<file path="src/rtl/iod_ref_clk_train_ctrl.sv">
// IOD reference-clock training: sweeps the delay line from tap 0 upward and
// reports the first LOW->HIGH transition. Optional eye monitor: IOD_TRAIN_EYE_MON_EN.
module iod_ref_clk_train_ctrl #(
    parameter int MAX_TAPS      = 127,
    parameter int SETTLE_CYCLES = 8,
    parameter int SAMPLE_CYCLES = 16
) (
    input  logic       FAB_CLK,
    input  logic       SYNC_RST,
    input  logic       START,
    input  logic [7:0] RX_DATA_0,
    input  logic       EYE_MONITOR_EARLY_0,
    input  logic       EYE_MONITOR_LATE_0,
    input  logic       DELAY_LINE_OUT_OF_RANGE_0,
    output logic       DELAY_LINE_LOAD_0,
    output logic       DELAY_LINE_MOVE_0,
    output logic       DELAY_LINE_DIRECTION_0,
    output logic       EYE_MONITOR_CLEAR_FLAGS_0,
    output logic       BUSY,
    output logic       DONE,
    output logic       FAIL,
    output logic [7:0] TAP_RESULT
);

    localparam logic [7:0]  SETTLE_LAST = 8'(SETTLE_CYCLES - 1);
    localparam logic [7:0]  SAMPLE_LAST = 8'(SAMPLE_CYCLES - 1);
    localparam logic [7:0]  TAP_LAST    = 8'(MAX_TAPS);
    localparam logic [11:0] HIGH_THRESH = 12'(4 * SAMPLE_CYCLES);

    typedef enum logic [3:0] {
        IDLE,
        LOAD,
        SETTLE,
        CLEAR,
        SAMPLE,
        EVAL,
        MOVE,
        DONE_S,
        FAIL_S
    } state_t;

    state_t      r_state;
    state_t      w_next;
    logic [7:0]  r_cnt;
    logic [11:0] r_acc;
    logic [7:0]  r_tap;
    logic        r_prev_high;
    logic        r_prev_valid;
    logic        r_busy;
    logic        r_done;
    logic        r_fail;
    logic [7:0]  r_tap_result;

    logic [3:0]  w_pop;
    logic        w_high;
    logic        w_edge;
    logic        w_active;
    logic        w_abort;
    logic        w_cnt_last;
    logic        w_load;
    logic        w_move;
    logic        w_clear;

`ifdef IOD_TRAIN_EYE_MON_EN
    logic r_eye_flag;
`else
    logic w_unused_eye;
    assign w_unused_eye = EYE_MONITOR_EARLY_0 | EYE_MONITOR_LATE_0;
`endif

    always_comb begin
        w_pop = 4'd0;
        for (int i = 0; i < 8; i++) begin
            w_pop = w_pop + {3'd0, RX_DATA_0[i]};
        end
    end

    // Strictly more than half the sampled bits set counts as HIGH.
    assign w_high = (r_acc > HIGH_THRESH);

`ifdef IOD_TRAIN_EYE_MON_EN
    assign w_edge = (r_prev_valid && !r_prev_high && w_high)
                  || (r_eye_flag && w_high);
`else
    assign w_edge = r_prev_valid && !r_prev_high && w_high;
`endif

    assign w_active = (r_state != IDLE)
                   && (r_state != DONE_S)
                   && (r_state != FAIL_S);
    assign w_abort  = w_active && DELAY_LINE_OUT_OF_RANGE_0;

    always_ff @(posedge FAB_CLK) begin
        if (SYNC_RST) begin
            r_state <= IDLE;
        end else begin
            r_state <= w_next;
        end
    end

    always_comb begin
        w_next     = r_state;
        w_load     = 1'b0;
        w_move     = 1'b0;
        w_clear    = 1'b0;
        w_cnt_last = 1'b0;
        unique case (r_state)
            IDLE: begin
                if (START) begin
                    w_next = LOAD;
                end
            end
            LOAD: begin
                w_load = 1'b1;
                w_next = SETTLE;
            end
            SETTLE: begin
                w_cnt_last = (r_cnt == SETTLE_LAST);
                if (w_cnt_last) begin
`ifdef IOD_TRAIN_EYE_MON_EN
                    w_next = CLEAR;
`else
                    w_next = SAMPLE;
`endif
                end
            end
            CLEAR: begin
`ifdef IOD_TRAIN_EYE_MON_EN
                w_clear = 1'b1;
`endif
                w_next = SAMPLE;
            end
            SAMPLE: begin
                w_cnt_last = (r_cnt == SAMPLE_LAST);
                if (w_cnt_last) begin
                    w_next = EVAL;
                end
            end
            EVAL: begin
                if (w_edge) begin
                    w_next = DONE_S;
                end else if (r_tap == TAP_LAST) begin
                    w_next = FAIL_S;
                end else begin
                    w_next = MOVE;
                end
            end
            MOVE: begin
                w_move = 1'b1;
                w_next = SETTLE;
            end
            DONE_S:  w_next = IDLE;
            FAIL_S:  w_next = IDLE;
            default: w_next = IDLE;
        endcase
        // A delay line at its limit ends the sweep ahead of any edge decision.
        if (w_abort) begin
            w_next = FAIL_S;
        end
    end

    always_ff @(posedge FAB_CLK) begin
        if (SYNC_RST) begin
            r_cnt        <= 8'd0;
            r_acc        <= 12'd0;
            r_tap        <= 8'd0;
            r_prev_high  <= 1'b0;
            r_prev_valid <= 1'b0;
            r_busy       <= 1'b0;
            r_done       <= 1'b0;
            r_fail       <= 1'b0;
            r_tap_result <= 8'd0;
`ifdef IOD_TRAIN_EYE_MON_EN
            r_eye_flag   <= 1'b0;
`endif
        end else begin
            unique case (r_state)
                IDLE: begin
                    if (START) begin
                        r_cnt        <= 8'd0;
                        r_acc        <= 12'd0;
                        r_tap        <= 8'd0;
                        r_prev_valid <= 1'b0;
                        r_busy       <= 1'b1;
                        r_done       <= 1'b0;
                        r_fail       <= 1'b0;
`ifdef IOD_TRAIN_EYE_MON_EN
                        r_eye_flag   <= 1'b0;
`endif
                    end
                end
                SETTLE: begin
                    r_cnt <= w_cnt_last ? 8'd0 : r_cnt + 8'd1;
                end
                SAMPLE: begin
                    r_cnt <= w_cnt_last ? 8'd0 : r_cnt + 8'd1;
                    r_acc <= r_acc + {8'd0, w_pop};
`ifdef IOD_TRAIN_EYE_MON_EN
                    if (EYE_MONITOR_EARLY_0 || EYE_MONITOR_LATE_0) begin
                        r_eye_flag <= 1'b1;
                    end
`endif
                end
                EVAL: begin
                    r_acc <= 12'd0;
`ifdef IOD_TRAIN_EYE_MON_EN
                    r_eye_flag <= 1'b0;
`endif
                    if (!w_abort) begin
                        if (w_edge) begin
                            r_tap_result <= r_tap;
                        end else if (r_tap != TAP_LAST) begin
                            r_prev_high  <= w_high;
                            r_prev_valid <= 1'b1;
                        end
                    end
                end
                MOVE: begin
                    if (r_tap != 8'hFF) begin
                        r_tap <= r_tap + 8'd1;
                    end
                end
                DONE_S: begin
                    r_done <= 1'b1;
                    r_busy <= 1'b0;
                end
                FAIL_S: begin
                    r_fail <= 1'b1;
                    r_busy <= 1'b0;
                end
                default: begin
                end
            endcase
        end
    end

    assign DELAY_LINE_LOAD_0         = w_load;
    assign DELAY_LINE_MOVE_0         = w_move;
    assign DELAY_LINE_DIRECTION_0    = w_move;
    assign EYE_MONITOR_CLEAR_FLAGS_0 = w_clear;
    assign BUSY                      = r_busy;
    assign DONE                      = r_done;
    assign FAIL                      = r_fail;
    assign TAP_RESULT                = r_tap_result;

endmodule

</file>
<file path="config.mk">
export PLATFORM = sky130hd
export DESIGN_NAME = iod_ref_clk_train_ctrl
export DESIGN_NICKNAME = d
export VERILOG_FILES = /design/src/rtl/iod_ref_clk_train_ctrl.sv
export SDC_FILE = /design/constraint.sdc
export NUM_CORES = 1
export LEC_CHECK = 0
export ABC_AREA = 1
export CAP_MARGIN = 20
export CORE_MARGIN = 3
export CORE_UTILIZATION = 55
export CTS_CLUSTER_DIAMETER = 60
export DETAILED_ROUTE_END_ITERATION = 6
export DONT_BUFFER_PORTS = 1
export GPL_TIMING_DRIVEN = 0
export MAX_ROUTING_LAYER = met4
export PLACE_DENSITY = 0.7
export REMOVE_ABC_BUFFERS = 1
export SETUP_SLACK_MARGIN = 0.2
export SLEW_MARGIN = 10
export SYNTH_ARGS = -nofsm -noshare
export SYNTH_HDL_FRONTEND = slang
export SYNTH_SLANG_ARGS = --single-unit
</file>
<file path="constraint.sdc">
create_clock -name FAB_CLK -period 10.05 [get_ports FAB_CLK]
set_input_delay 2.01 -clock FAB_CLK [delete_from_list [all_inputs] [get_ports FAB_CLK]]
set_output_delay 2.01 -clock FAB_CLK [all_outputs]
set_load 0.05 [all_outputs]
</file>
Yosys cells after proc, flatten, opt, wreduce, memory -nomap -nowiden
Index checks and enable logic that the tools add are counted.

word-level totals
  ROM bits = 0
  latch bits = 0
  memories = 0
  RAM bits = 0
  output and inout port bits = 15
  input port bits = 14
  logic and storage cells = 105
  flip-flop bits (word level) = 45

cells by class
  bitwise operators = 2
  eq/ne operators = 25
  $mul = 0
  muxes and demuxes = 26
  add/subtract/negate cells = 10
  shift-type cells = 0
  order comparisons = 1
  div/mod/pow operators = 0
  reductions and logical operators = 30

operator list
  operator                                               count
  case mux 12 bit (3 select lines)                       1
  case mux 8 bit (2 select lines)                        2
  2-to-1 mux 4 bit                                       6
  2-to-1 mux 8 bit                                       3
  case mux 4 bit (6 select lines)                        1
  adder 4 x 1 -> 4 bit                                   4
  adder 8 x 1 -> 8 bit, second input constant            2
  equality test 4 x 3 -> 1 bit, second input constant    4
  inequality test 2 bit, second input constant           7
  adder 12 x 4 -> 12 bit                                 1
  > comparator 12 x 7 -> 1 bit, second input constant    1
  2-to-1 mux 12 bit                                      1
  AND reduction 3 bit                                    4
  nonzero test 2 bit                                     6
  case mux 1 bit (2 select lines)                        5
  AND reduction 2 bit                                    5
  inequality test 3 bit, second input constant           3
  equality test 4 x 2 -> 1 bit, second input constant    2
  equality test 8 x 3 -> 1 bit, second input constant    1
  equality test 8 x 4 -> 1 bit, second input constant    1
  equality test 8 x 7 -> 1 bit, second input constant    1
  inequality test 8 x 7 -> 1 bit, second input constant  1
  inequality test 8 bit, second input constant           1
  OR reduction 2 bit                                     4
  16 further kinds                                       27

Depth between registers and ports, before layout
Gate-level depths: netlist of the first run.

  depth after elaboration = 9
  gate-level depth with buffers = 16
  depth with buffers taken out = 16

Worst setup path before layout of the first run
OpenSTA, ideal clock, no wires.

  kind = input -> register
  start = input RX_DATA_0[0]
  end = register r_acc[6]
  buffers on the path = 0
  arrival time = 4933 ps
  setup slack = 5004 ps
  data required time = 9938 ps
  cell stages on the path = 14
  library setup time = 112 ps
  cells stage by stage = fa_1 -> inv_1 -> fa_1 -> fa_1 -> fa_1 -> fa_1 -> nor2_1 -> o21ai_0 -> nand2_1 -> nand2_4 -> nor2_2 -> nand3_1 -> nand2_1 -> nor2_2

on the way
  longest elaborated chain between the ends = 9

ends and longest elaborated chain
  element                            line  RTL
  from (decl)                        11    input logic [7:0] RX_DATA_0,
  adder 1 x 1 -> 2 bit               74    w_pop = w_pop + {3'd0, RX_DATA_0[i]};
  adder 2 x 1 -> 3 bit               74
  adder 3 x 1 -> 4 bit               74
  adder 4 x 1 -> 4 bit (4 in a row)  74
  adder 12 x 4 -> 12 bit             197   r_acc <= r_acc + {8'd0, w_pop};
  case mux 12 bit (3 select lines)   177   unique case (r_state)
  to (signal assigned)               197
  to (decl)                          45    logic [11:0] r_acc;

No other way between the ends.
A chain may end at the register's enable or synchronous reset.

Final worst setup path of the first run
Same ends and word-level chain as after synthesis.

==> results.toml, run 1 <==
[cells_and_area]
multi_input_area_mm2 = 0.00151
syn2layout_area_growth_pct = 6.86
design_area_mm2 = 0.00283
fill_cells = 432
layout.nets = 412
seqCellArea_um2 = 901
fin_cells = 438
n_antenna_cell = 0
drive_above_1_share_pct = 10.6

[cts]
cts.sinks = 45
clkTransAtPathRegs_ns = 0.10
post_cts_buffers = 0
cts-resized-gates = 0
tritoncts = "done"
cts_root_buf = "clkbuf_8"
holdBufCountCts = 0
cts-htree-levels = 2
cts_buffers = 5
insertion_delay_ns = 0.31
clockBufferDepth = 2

[setup_path]
critical-path-max-stage-delay_ns = 0.53
crit_fanout = 3
crit_path_start_kind = "input pin"
cp_slowest_cell = "fa_1"
cp_cell_sequence = "fa_1 > inv_1 > fa_1 > fa_1 > fa_1 > fa_1 > nor2_1 > o21ai_0 > nand2_1 > nand2_4 > nor2_2 > nand3_1 > nand2_1 > nor2_2"
end_kind = "register"
required_ns = 10.25
worst_path_most_repeated_cell = "fa_1"
rrSetupSlack_ns = 6.89
arrival_ns = 5.20
path_class = "input pin to register"

[sta]
finalCritPeriodShare_pct = 49.7
final.setup.tns_ns = 0
fmax_mhz = 200
hold_viol = 0
slew_headroom_pct = 64.7
setup_viol = 0
final_max_slew_viol_count = 0
min_period_ns = 5.00
final.setup_skew_ns = 0.0115
rsz0062_at_grt = "no"
worstMarginPinSlew_ns = 0.529

[detailed_routing]
remaining_drc_errors = 0
drt_wl_total_mm = 5.51
drt_iter0_markers = 143
dr.pass1.iters = 4
avgRoutedWirePerCell_um = 12.6
vias = 2289
ant_nets = 0
viasPerCell = 5.23

[power]
ir_drop_mv = 0.146
leakage_nw = 1.29
sw_frac_of_total_pct = 41.1
comb_power_share_pct = 38.7
intPower_mw = 0.342
power_density_mw_per_mm2 = 205
switching_power_mw = 0.238
clkPwrFrac_pct = 24.2
seq_power_share_pct = 37.2

[min_path]
worstHoldPathType = "register to register"

[synthesis]
yosysSeqAreaShare_pct = 34.0
yosysWarnings = 0
synthCells = 381
ys_ff_latch = 45
ys_types = 34
synth.avg_cell_area_um2 = 6.95
netlist_area_mm2 = 0.00265

[flow_run]
drv_cap = 0

[placement]
hpwl_mm = 4.15
placed_cell_area_mm2 = 0.00272
dp_cells = 430
port_buffers = 0
place.gp.congestion = 0.847

[global_routing]
overflow = 0
grt_pass1_vias = 2142
grt_max_degree = 23
grt_util_all_layers_pct = 22.0
antenna_found_initial = 0
grt_pass1_wl_mm = 9.46

[die]
fp.dieH_um = 75.4
die_w_um = 75.4
core_area_mm2 = 0.00450
placementRows = 24
dieArea_mm2 = 0.00568
ios = 29
initial_core_util_pct = 58.8

[outcome]
outcome = "finished clean"
## state kept, by name (all words and copies together) (netlist names)
register	count
r_acc	12
TAP_RESULT	8
r_cnt	8
r_tap	8
r_state	4
BUSY	1
DONE	1
FAIL	1
r_prev_high	1
r_prev_valid	1
## placed cells by master (no fill, tap or decap), drive strengths merged
cell	synthesis	routed
nand2	93	93
mux2i	1	1
o21ai	23	23
nor3	5	5
conb	1	1
dfxtp	45	45
xor2	2	2
bufinv	0	1
fa	5	5
o31ai	1	1
ha	8	8
nor2	67	67
a21oi	29	29
clkinv	0	1
nand3	29	29
xnor2	1	1
o21a	1	1
buf	2	2
nand3b	1	1
and3	1	1
inv	55	55
o21bai	1	1
clkbuf	3	6
or2	1	1
nand4	6	6
## power groups by stage
stage | clock network [mW] | logic [mW] | registers, mW
3_3_place_gp | 0 | 0.220 | 0.220
4_1_cts | 0.143 | 0.225 | 0.216
3_5_place_dp | 0 | 0.222 | 0.220
5_1_grt | 0.149 | 0.254 | 0.218
6_report | 0.140 | 0.224 | 0.216
2_1_floorplan | 0 | 0.181 | 0.216
## cell usage after synthesis
master / count / area [um^2]
xnor2_1: 1 / 8.76
nand2_1: 84 / 315
nand4_1: 6 / 37.5
o21ai_0: 20 / 100
fa_1: 5 / 100
nand3_2: 2 / 20.0
nand2_2: 5 / 31.3
a21oi_1: 28 / 140
o21bai_1: 1 / 7.51
clkbuf_1: 3 / 11.3
buf_4: 2 / 15.0
a21oi_4: 1 / 16.3
inv_1: 50 / 188
o21ai_1: 1 / 5.00
nor2_2: 3 / 18.8
inv_2: 5 / 18.8
o21ai_2: 2 / 17.5
nand3_4: 2 / 35.0
nand3_1: 25 / 125
mux2i_1: 1 / 10.0
nor2_1: 58 / 218
ha_1: 8 / 100
conb_1: 1 / 3.75
o21a_1: 1 / 7.51
and3_2: 1 / 7.51
nand3b_1: 1 / 7.51
o31ai_1: 1 / 7.51
or2_2: 1 / 6.26
nor2_4: 6 / 67.6
xor2_1: 2 / 17.5
nor3_1: 4 / 20.0
dfxtp_1: 45 / 901
nor3_4: 1 / 16.3
nand2_4: 4 / 45.0
## per-layer routing
layer | wire length, um | track usage [%]
met1 | 2790 | 29.8
met2 | 2400 | 32.2
met3 | 211 | 3.83
met4 | 116 | 9.51
met5 | 0 | -
## stage by stage
stage	utilization, %	hold WS [ns]	worst slack [ns]	power [mW]
finish	62.8	0.461	5.05	0.580
global route	62.8	0.501	4.85	0.620
CTS	62.8	0.461	5.07	0.584
detailed placement	60.3	0.447	4.77	0.442
global placement	59.6	0.444	4.79	0.440
floorplan	-	0.433	5.00	0.397
## logic make-up (layout without fill, tap and decap cells)
logic type	Yosys count	after routing	share of synthesized area [%]
mux	1	1	0.378
xor+xnor	3	3	0.993
fa+ha+maj	13	13	7.57
flops	45	45	34.0
other cells	1	1	0.142
compound gates	55	55	11.4
simple gates	203	203	36.7
buf+inv	60	65	8.79
## path summary, 6_finish.rpt
| path | to | start | cells after the start |
|---|---|---|---|
| worst max-delay path | r_acc[6] | RX_DATA_0[0] | 14 |
| worst min register to register | r_prev_high | r_prev_high | 2 |
| worst max register to register | r_acc[6] | r_acc[0] | 13 |
| worst min-delay path | r_prev_high | r_prev_high | 2 |
## cell type report
| class | count | share of cell area (%) |
|---|---|---|
| inverters | 55 | 7.30 |
| clock buffers | 6 | 2.57 |
| multi-input cells | 276 | 53.5 |
| clock inverters | 2 | 1.37 |
| flip-flops and latches | 45 | 31.9 |
| repair buffers | 2 | 1.11 |
| well taps | 52 | 2.30 |
## critical path, delay by kind of cell
family | cells | cell delay (ns)
simple gates | 7 | 0.70
compound gates | 1 | 0.10
buf+inv | 1 | 0.05
fa+ha+maj | 5 | 2.33
Power figures use the tool's default switching activity.
==> run 2, diff against run 1 <==
--- a/config.mk
+++ b/config.mk
@@ -14,7 +14,7 @@
 export DONT_BUFFER_PORTS = 1
 export GPL_TIMING_DRIVEN = 0
 export MAX_ROUTING_LAYER = met4
-export PLACE_DENSITY = 0.7
+export PLACE_DENSITY = 0.73
 export REMOVE_ABC_BUFFERS = 1
 export SETUP_SLACK_MARGIN = 0.2
 export SLEW_MARGIN = 10
==> constraint.sdc (replaced) <==
create_clock -name FAB_CLK -period 4.35 [get_ports FAB_CLK]
set_input_delay 0.87 -clock FAB_CLK [delete_from_list [all_inputs] [get_ports FAB_CLK]]
set_output_delay 0.87 -clock FAB_CLK [all_outputs]
set_load 0.05 [all_outputs]
==> run 2 against run 1 <==
Cell count stayed put; combinational power is 130% higher; clock-buffer cell count is 1 lower; total power is 130% higher; setup slack worse by 4.5 ns; flip-flop and latch count stayed put; critical path type unchanged; non-clock buffer count stayed put; clock skew is 0.00090 ns lower; first-iteration DRC count is 9.1% higher; critical path depth stayed put.
==> results.toml, run 2 (synthesis results as in run 1) <==
[outcome]
outcome = "finished clean"

[setup_path]
r2r_end = "r_acc[6]"
path_class = "input pin to register"
critPathBufInv = 1
crit_fanout = 3
crit_family = "adder cells"
ff2ff_path_depth = 13
crit_path_start_kind = "input pin"
arrival_ns = 4.01
worst_path_most_repeated_cell = "fa_1"
r2r_start = "r_acc[0]"
cp.depth = 14
cp_cell_sequence = "fa_1 > inv_1 > fa_1 > fa_1 > fa_1 > fa_1 > nor2_1 > o21ai_0 > nand2_1 > nand2_4 > nor2_2 > nand3_1 > nand2_1 > nor2_2"
required_ns = 4.56
rrSetupSlack_ns = 1.23
critical-path-max-stage-delay_ns = 0.52
cp_slowest_cell = "fa_1"
end_kind = "register"

[power]
ir_drop_mv = 0.321
leakage_nw = 1.29
power_density_mw_per_mm2 = 478

[cells_and_area]
layout_common_cells = "nand2_1 (84), nor2_1 (58), inv_1 (50), dfxtp_1 (45), a21oi_1 (28)"
drive_above_1_share_pct = 10.9
fin_cells = 438
fill_cells = 417
n_antenna_cell = 0
largest_register_ffs = 12
syn2layout_area_growth_pct = 7.00
largest-register = "r_acc"
layout.nets = 412
mostFrequentLayoutCell = "nand2_1"

[sta]
worstMarginPinSlew_ns = 0.535
final.setup_skew_ns = 0.0106
fmax_mhz = 263
setup_viol = 0
final.setup.tns_ns = 0
finalCritPeriodShare_pct = 87.3
hold_viol = 0
slew_headroom_pct = 64.3
final_max_slew_viol_count = 0
min_period_ns = 3.80
rsz0062_at_grt = "no"

[min_path]
min_from = "r_prev_high"
min_path_cells = 2
worstHoldPathType = "register to register"
min_to = "r_prev_high"

[die]
die_w_um = 75.4
ios = 29
core_area_mm2 = 0.00450
dieArea_mm2 = 0.00568
fp.dieH_um = 75.4
placementRows = 24
initial_core_util_pct = 58.8

[detailed_routing]
vias = 2280
drt_wl_total_mm = 5.45
drt_iter0_markers = 156
ant_nets = 0
dr.pass1.iters = 4
viasPerCell = 5.21
avgRoutedWirePerCell_um = 12.4
remaining_drc_errors = 0

[cts]
cts_buffers = 5
cts_root_buf = "clkbuf_8"
clockBufferDepth = 2
cts-htree-levels = 2
holdBufCountCts = 0
cts.sinks = 45
post_cts_buffers = 0
insertion_delay_ns = 0.31
cts-resized-gates = 0
clkTransAtPathRegs_ns = 0.09
tritoncts = "done"

[global_routing]
grt_pass1_vias = 2019
grt_util_all_layers_pct = 21.5
grt_max_degree = 23
grt_pass1_wl_mm = 9.08
overflow = 0
antenna_found_initial = 0

[placement]
place.gp.congestion = 0.906
port_buffers = 0
hpwl_mm = 4.07
dp_cells = 430

[flow_run]
drv_cap = 0
-- run 2: cell count changes in the layout (fill, tap and decap cells not counted) --
cell and change:
clkbuf_1 -1, clkinvlp_4 +1
-- run 2: report_power, final --
| part | switching [mW] | total, mW | internal (mW) |
|---|---|---|---|
| logic | 0.353 | 0.526 | 0.173 |
| registers | 0.0550 | 0.499 | 0.444 |
| clock network | 0.156 | 0.328 | 0.172 |
-- run 2: metal layers --
metal	wire [um]	up-vias	global-route usage, %
li1	-	1211	-
met1	2670	1016	27.8
met2	2470	43	33.3
met3	211	10	5.15
met4	104	0	7.18
met5	0	-	-
-- run 2: worst max-delay path by stage --
stage | from | to
after CTS | RX_DATA_0[0] | r_acc[6]
final | RX_DATA_0[0] | r_acc[6]
after global routing | RX_DATA_0[0] | r_acc[6]
after global placement | RX_DATA_0[0] | r_acc[6]
after detailed placement | RX_DATA_0[0] | r_acc[6]
after floorplan | RX_DATA_0[0] | r_acc[6]
-- run 2: stage by stage --
stage               area (um^2)  hold slack [ns]  power [mW]  utilization [%]  setup slack [ns]
floorplan                  2620            0.433       0.918                -             0.444
global placement           2690            0.442        1.01             59.6             0.253
detailed placement         2720            0.448        1.03             60.3             0.211
CTS                        2830            0.463        1.36             62.9             0.538
global route               2830            0.487        1.45             62.9             0.403
finish                     2830            0.460        1.35             62.9             0.552
-- run 2: layout make-up --
cell class / instances / area [um^2] / share of cell area, %
Clock buffer: 5 / 68.8 / 2.43
Clock inverter: 3 / 46.3 / 1.63
Inverter: 55 / 206 / 7.29
Multi-Input combinational cell: 276 / 1510 / 53.4
Sequential cell: 45 / 901 / 31.8
Tap cell: 52 / 65.1 / 2.30
Timing Repair Buffer: 2 / 31.3 / 1.10
-- run 2: worst register-to-register path: stages, from the launching register on --
cell and delay (ns):
dfxtp_1 0.36, inv_1 0.07, fa_1 0.52, fa_1 0.43, fa_1 0.44, fa_1 0.41, nor2_1 0.15, o21ai_0 0.10
nand2_1 0.18, nand2_4 0.08, nor2_2 0.09, nand3_1 0.07, nand2_1 0.09, nor2_2 0.03
==> patch 1, RTL diff (settings of run 1) <==
Build with the macro `IOD_TRAIN_EYE_MON_EN` defined.
--- a/src/rtl/iod_ref_clk_train_ctrl.sv
+++ b/src/rtl/iod_ref_clk_train_ctrl.sv
@@ -1,4 +1,6 @@
 // IOD reference-clock training: sweeps the delay line from tap 0 upward and
 // reports the first LOW->HIGH transition. Optional eye monitor: IOD_TRAIN_EYE_MON_EN.
+`define IOD_TRAIN_EYE_MON_EN
+
 module iod_ref_clk_train_ctrl #(
     parameter int MAX_TAPS      = 127,
Check against the original RTL: same outputs for any inputs over 10 cycles, from zero or initial values and one cycle with SYNC_RST high; that may be too few to reach the edited logic, so the function may still have changed.
==> patch 1 against run 1 <==
Total power is 19% lower; first-iteration DRC count is 38% higher; largest power group is now sequential cells; routed wire length is 1.3% lower; core utilization hardly changed; final cell count is 7.1% higher; clock power is 24% lower; count of clock-buffer cells in the layout is 1 lower; sequential cell count is 1 higher; register-to-register slack worse by 0.03 ns; die area is 1.7% higher; cell area is 0.66% higher; setup slack worse by 0.049 ns; synthesized area is 1.9% higher.
==> patch 1: results (changes against run 1) <==
Outcome
• status: finished, final reports clean

Setup path
• register-to-register path setup slack: 6.86 ns, -0.03 ns
• critical path peak fanout: 4, +1
• largest stage delay on the critical path: 0.52 ns
• end point of the critical path: r_acc[4]$_SDFFE_PP0P_
• arrival time at the worst endpoint: 5.26 ns, +0.06 ns
• R2R depth: 9, -4

Pwr
• leakage component of the power: 1.219 nW, -5.8%
• maximum vdd ir drop: 0.07957 mV, -46%

Clocking
• clock transition at the registers of the reported paths: 0.08 ns, -0.02 ns
• latest clock arrival within the worst-skew pair: 0.29 ns, -0.02 ns

Placed design
• global placement routability congestion: 0.8796, +3.8%
• number of instances in the placed design: 462, +7.4%
• Detailed Place HPWL: 4.201 mm, +1.3%
• Placed Instance Area: 0.002768 mm², +1.9%
• Post-Place Worst Slack: 4.694 ns, -0.08048 ns

Synth
• count of unique library cells instantiated by Yosys: 32, -5.9%
• most frequent cells after synthesis: nand2_1, inv_1, nor2_1
• share of the yosys chip area belonging to registers: 0.3415, +0.001106
• Syn Inst Count: 400, +5.0%
• leading post-synthesis cells by cell area: dfxtp_1, nand2_1, inv_1

STA
• maximum clock skew at final layout: 0.005814 ns, -0.005735 ns
• Worst Slack Setup Final: 5.005 ns, -0.04879 ns
• measured slew at the worst slew-check pin: 0.9939 ns, +0.4653 ns
• Worst Hold Margin: 0.4454 ns, -0.01581 ns

Route
• DR iter-0 viols: 198, +38%
• total detailed-routing wirelength: 5.444 mm, -1.3%

GRT
• global-route total usage across every layer: 0.2030, -0.01670
• via count of the first global-routing pass: 2,128, -0.65%

Final layout
• share of final-layout standard cells stronger than drive strength 1: 0.07921, -0.02701
• Final #Nets: 431, +4.6%
• Cell Count, Final, Fillers Out: 469, +7.1%

Worst hold path
• start point of the worst min-delay path: r_eye_flag$_SDFFE_PP0P_

patch 1: changes by cell type after synthesis, moves of 3 or more:
cell      before  now
nand2_1       84  102
nor2_1        58   53
nor2_2         3    0
nand3b_1       1    6
o21ai_0       20   13
nand2_4        4    1
a21oi_1       28   31
nor3_1         4    7
inv_1         50   57
patch 1: kinds of logic (layout without fill, tap and decap cells):
| kind of cell | count (synthesis) | after routing | synth area share |
|---|---|---|---|
| AOI/OAI and AO/OA | 52 | 52 | 0.1030 |
| buffers and inverters | 65 | 69 | 0.09188 |
| xor gates and xnor gates | 4 | 4 | 0.01300 |
| and+or+nand+nor | 220 | 220 | 0.3763 |
| adders and majority gates | 13 | 13 | 0.07425 |
| DFF | 46 | 46 | 0.3415 |
patch 1: where the power goes:
group	internal, mW	total (mW)	switching, mW
Sequential	0.194	0.217	0.0221
Clock	0.0468	0.106	0.0593
Combinational	0.0440	0.145	0.101
patch 1: critical path: cells and delay by family:
kind / cells / cell delay, ns
buf+inv: 1 / 0.05
simple gates: 2 / 0.39
compound gates: 2 / 0.50
fa+ha+maj: 5 / 2.32
patch 1: per-layer routing:
| metal | part of all wire | wire length [µm] | GRT usage |
|---|---|---|---|
| met1 | 0.50 | 2699 | 0.2741 |
| met2 | 0.45 | 2446 | 0.3076 |
| met3 | 0.044 | 240 | 0.04728 |
| met4 | 0.011 | 58 | 0.05435 |
| met5 | 0 | 0 | - |
patch 1: cell type report:
class	count	area, µm²
tap	65	81.33
multi-input combinational	289	1533
fill	441	1688
inverter	61	229.0
timing repair buffer	1	3.754
clock inverter	2	10.01
sequential	46	920.9
clock buffer	5	68.82
==> patch 2, RTL diff (flow settings as in run 1) <==
Made on the original files. Compare `r_cnt` against `SETTLE_LAST` with >= in place of ==.
--- a/src/rtl/iod_ref_clk_train_ctrl.sv
+++ b/src/rtl/iod_ref_clk_train_ctrl.sv
@@ -116,5 +116,5 @@
             end
             SETTLE: begin
-                w_cnt_last = (r_cnt == SETTLE_LAST);
+                w_cnt_last = (r_cnt >= SETTLE_LAST);
                 if (w_cnt_last) begin
 `ifdef IOD_TRAIN_EYE_MON_EN
Behaviour: same outputs for any inputs over 10 cycles, from zero or initial values and one cycle with SYNC_RST high; that may be too few to reach the edited logic, so the function may still have changed.
==> patch 2 against run 1 <==
Register-to-register slack gained 0.06 ns; total power shrank 15%; cell area shrank 6.9%; setup slack gained 0.062 ns; sequential cell count is the same; routed wire length shrank 12%; sequential power shrank 2%; synthesized area shrank 6.2%; critical path type unchanged; critical endpoint is now r_acc[8]$_SDFFE_PP0P_; largest cell class unchanged.
==> patch 2: results (changes against run 1) <==
Pwr
• P_sw: 201.5 µW, -15%
• leakage component of the power: 1.107 nW, -14%
• maximum vdd ir drop: 0.07621 mV, -48%

STA
• Worst Hold Margin: 0.4741 ns, +0.01288 ns
• maximum clock skew at final layout: 0.006701 ns, -0.004848 ns
• measured slew at the worst slew-check pin: 0.5363 ns, +0.007670 ns

Placed design
• number of instances in the placed design: 406, -5.6%
• global placement routability congestion: 0.8484, +0.14%
• Detailed Place HPWL: 3.657 mm, -12%

Outcome
• status: finished, final reports clean

Final layout
• Final #Nets: 390, -5.3%
• number of fillers in the final layout: 381, -12%
• share of final-layout standard cells stronger than drive strength 1: 0.09116, -0.01506
• area overhead of the layout relative to synthesis: 6.051%

Setup path
• register-to-register path setup slack: 6.95 ns, +0.06 ns
• R2R depth: 12, -1
• critical path peak fanout: 4, +1

GRT
• via count of the first global-routing pass: 2,017, -5.8%
• global-route met3 utilization: 0.04683, +0.008573
• GRT met2 Usage: 0.3446, +0.02244
• global-route total usage across every layer: 0.2041, -0.01567

Synth
• most frequent cells after synthesis: nand2_1, nor2_1, dfxtp_1, inv_1, a21oi_1
• multiplexer share of the synthesized area: 0, -0.003783
• compound-gate portion of the synthesized area: 0.1215, +0.007585
• Syn Inst Count: 358, -6.0%
• adder and majority gate portion of the synthesized area: 0.08069, +0.005036
• parity-gate share of the synthesized area counting xor and xnor cells: 0.01059, +0.0006609

Route
• detailed-route via count: 2,114, -7.6%
• total detailed-routing wirelength: 4.842 mm, -12%
• average routed wire per standard cell: 11.75 µm, -6.6%

Clocking
• clock transition at the registers of the reported paths: 0.08 ns, -0.02 ns

-- patch 2: area by class of cell --
class | instances | area share
repair buffers | 4 | 0.01617
clock inverters | 1 | 0.001902
clock buffers | 5 | 0.02615
inverters | 54 | 0.07703
flip-flops and latches | 45 | 0.3424
well taps | 50 | 0.02378
multi-input cells | 253 | 0.5126
-- patch 2: kinds of logic (layout without fill, tap and decap cells) --
kind of cell,Yosys count,in the layout
AND/OR/NAND/NOR,181,181
buffers and inverters,60,64
AO/OA/AOI/OAI,55,55
flip-flops,45,45
adder cells (fa/ha/maj),13,13
XOR/XNOR,3,3
other,1,1
-- patch 2: tightest hold or removal path, cell delays in order (launching register included) --
cell     delay, ns
dfxtp_1       0.32
nand2_1       0.06
a21oi_1       0.06
-- patch 2: power by group through the flow --
| stage | clock (mW) | sequential, mW | combinational (mW) |
|---|---|---|---|
| 6_report | 0.103 | 0.212 | 0.177 |
| 4_1_cts | 0.106 | 0.212 | 0.178 |
| 2_1_floorplan | 0 | 0.213 | 0.139 |
| 5_1_grt | 0.113 | 0.213 | 0.202 |
| 3_5_place_dp | 0 | 0.216 | 0.177 |
| 3_3_place_gp | 0 | 0.215 | 0.170 |
-- patch 2: per-stage QoR --
| stage | power (mW) | worst slack, ns |
|---|---|---|
| after floorplan | 0.3521 | 4.975 |
| after CTS | 0.4959 | 5.109 |
| after global routing | 0.5277 | 4.974 |
| final | 0.4918 | 5.116 |
| after global placement | 0.3855 | 4.824 |
| after detailed placement | 0.3934 | 4.797 |
-- patch 2: per-layer routing --
layer / vias up / routed length, µm / part of all wire
li1: 1147 / - / -
met1: 941 / 2259 / 0.47
met2: 19 / 2387 / 0.49
met3: 7 / 131 / 0.027
met4: 0 / 63 / 0.013
met5: - / 0 / 0
-- patch 2: final timing paths --
path	end
worst max-delay path	r_acc[8]$_SDFFE_PP0P_
worst min-delay path	r_prev_high$_SDFFE_PP0P_
worst max register to register	r_acc[8]$_SDFFE_PP0P_
worst min register to register	r_prev_high$_SDFFE_PP0P_
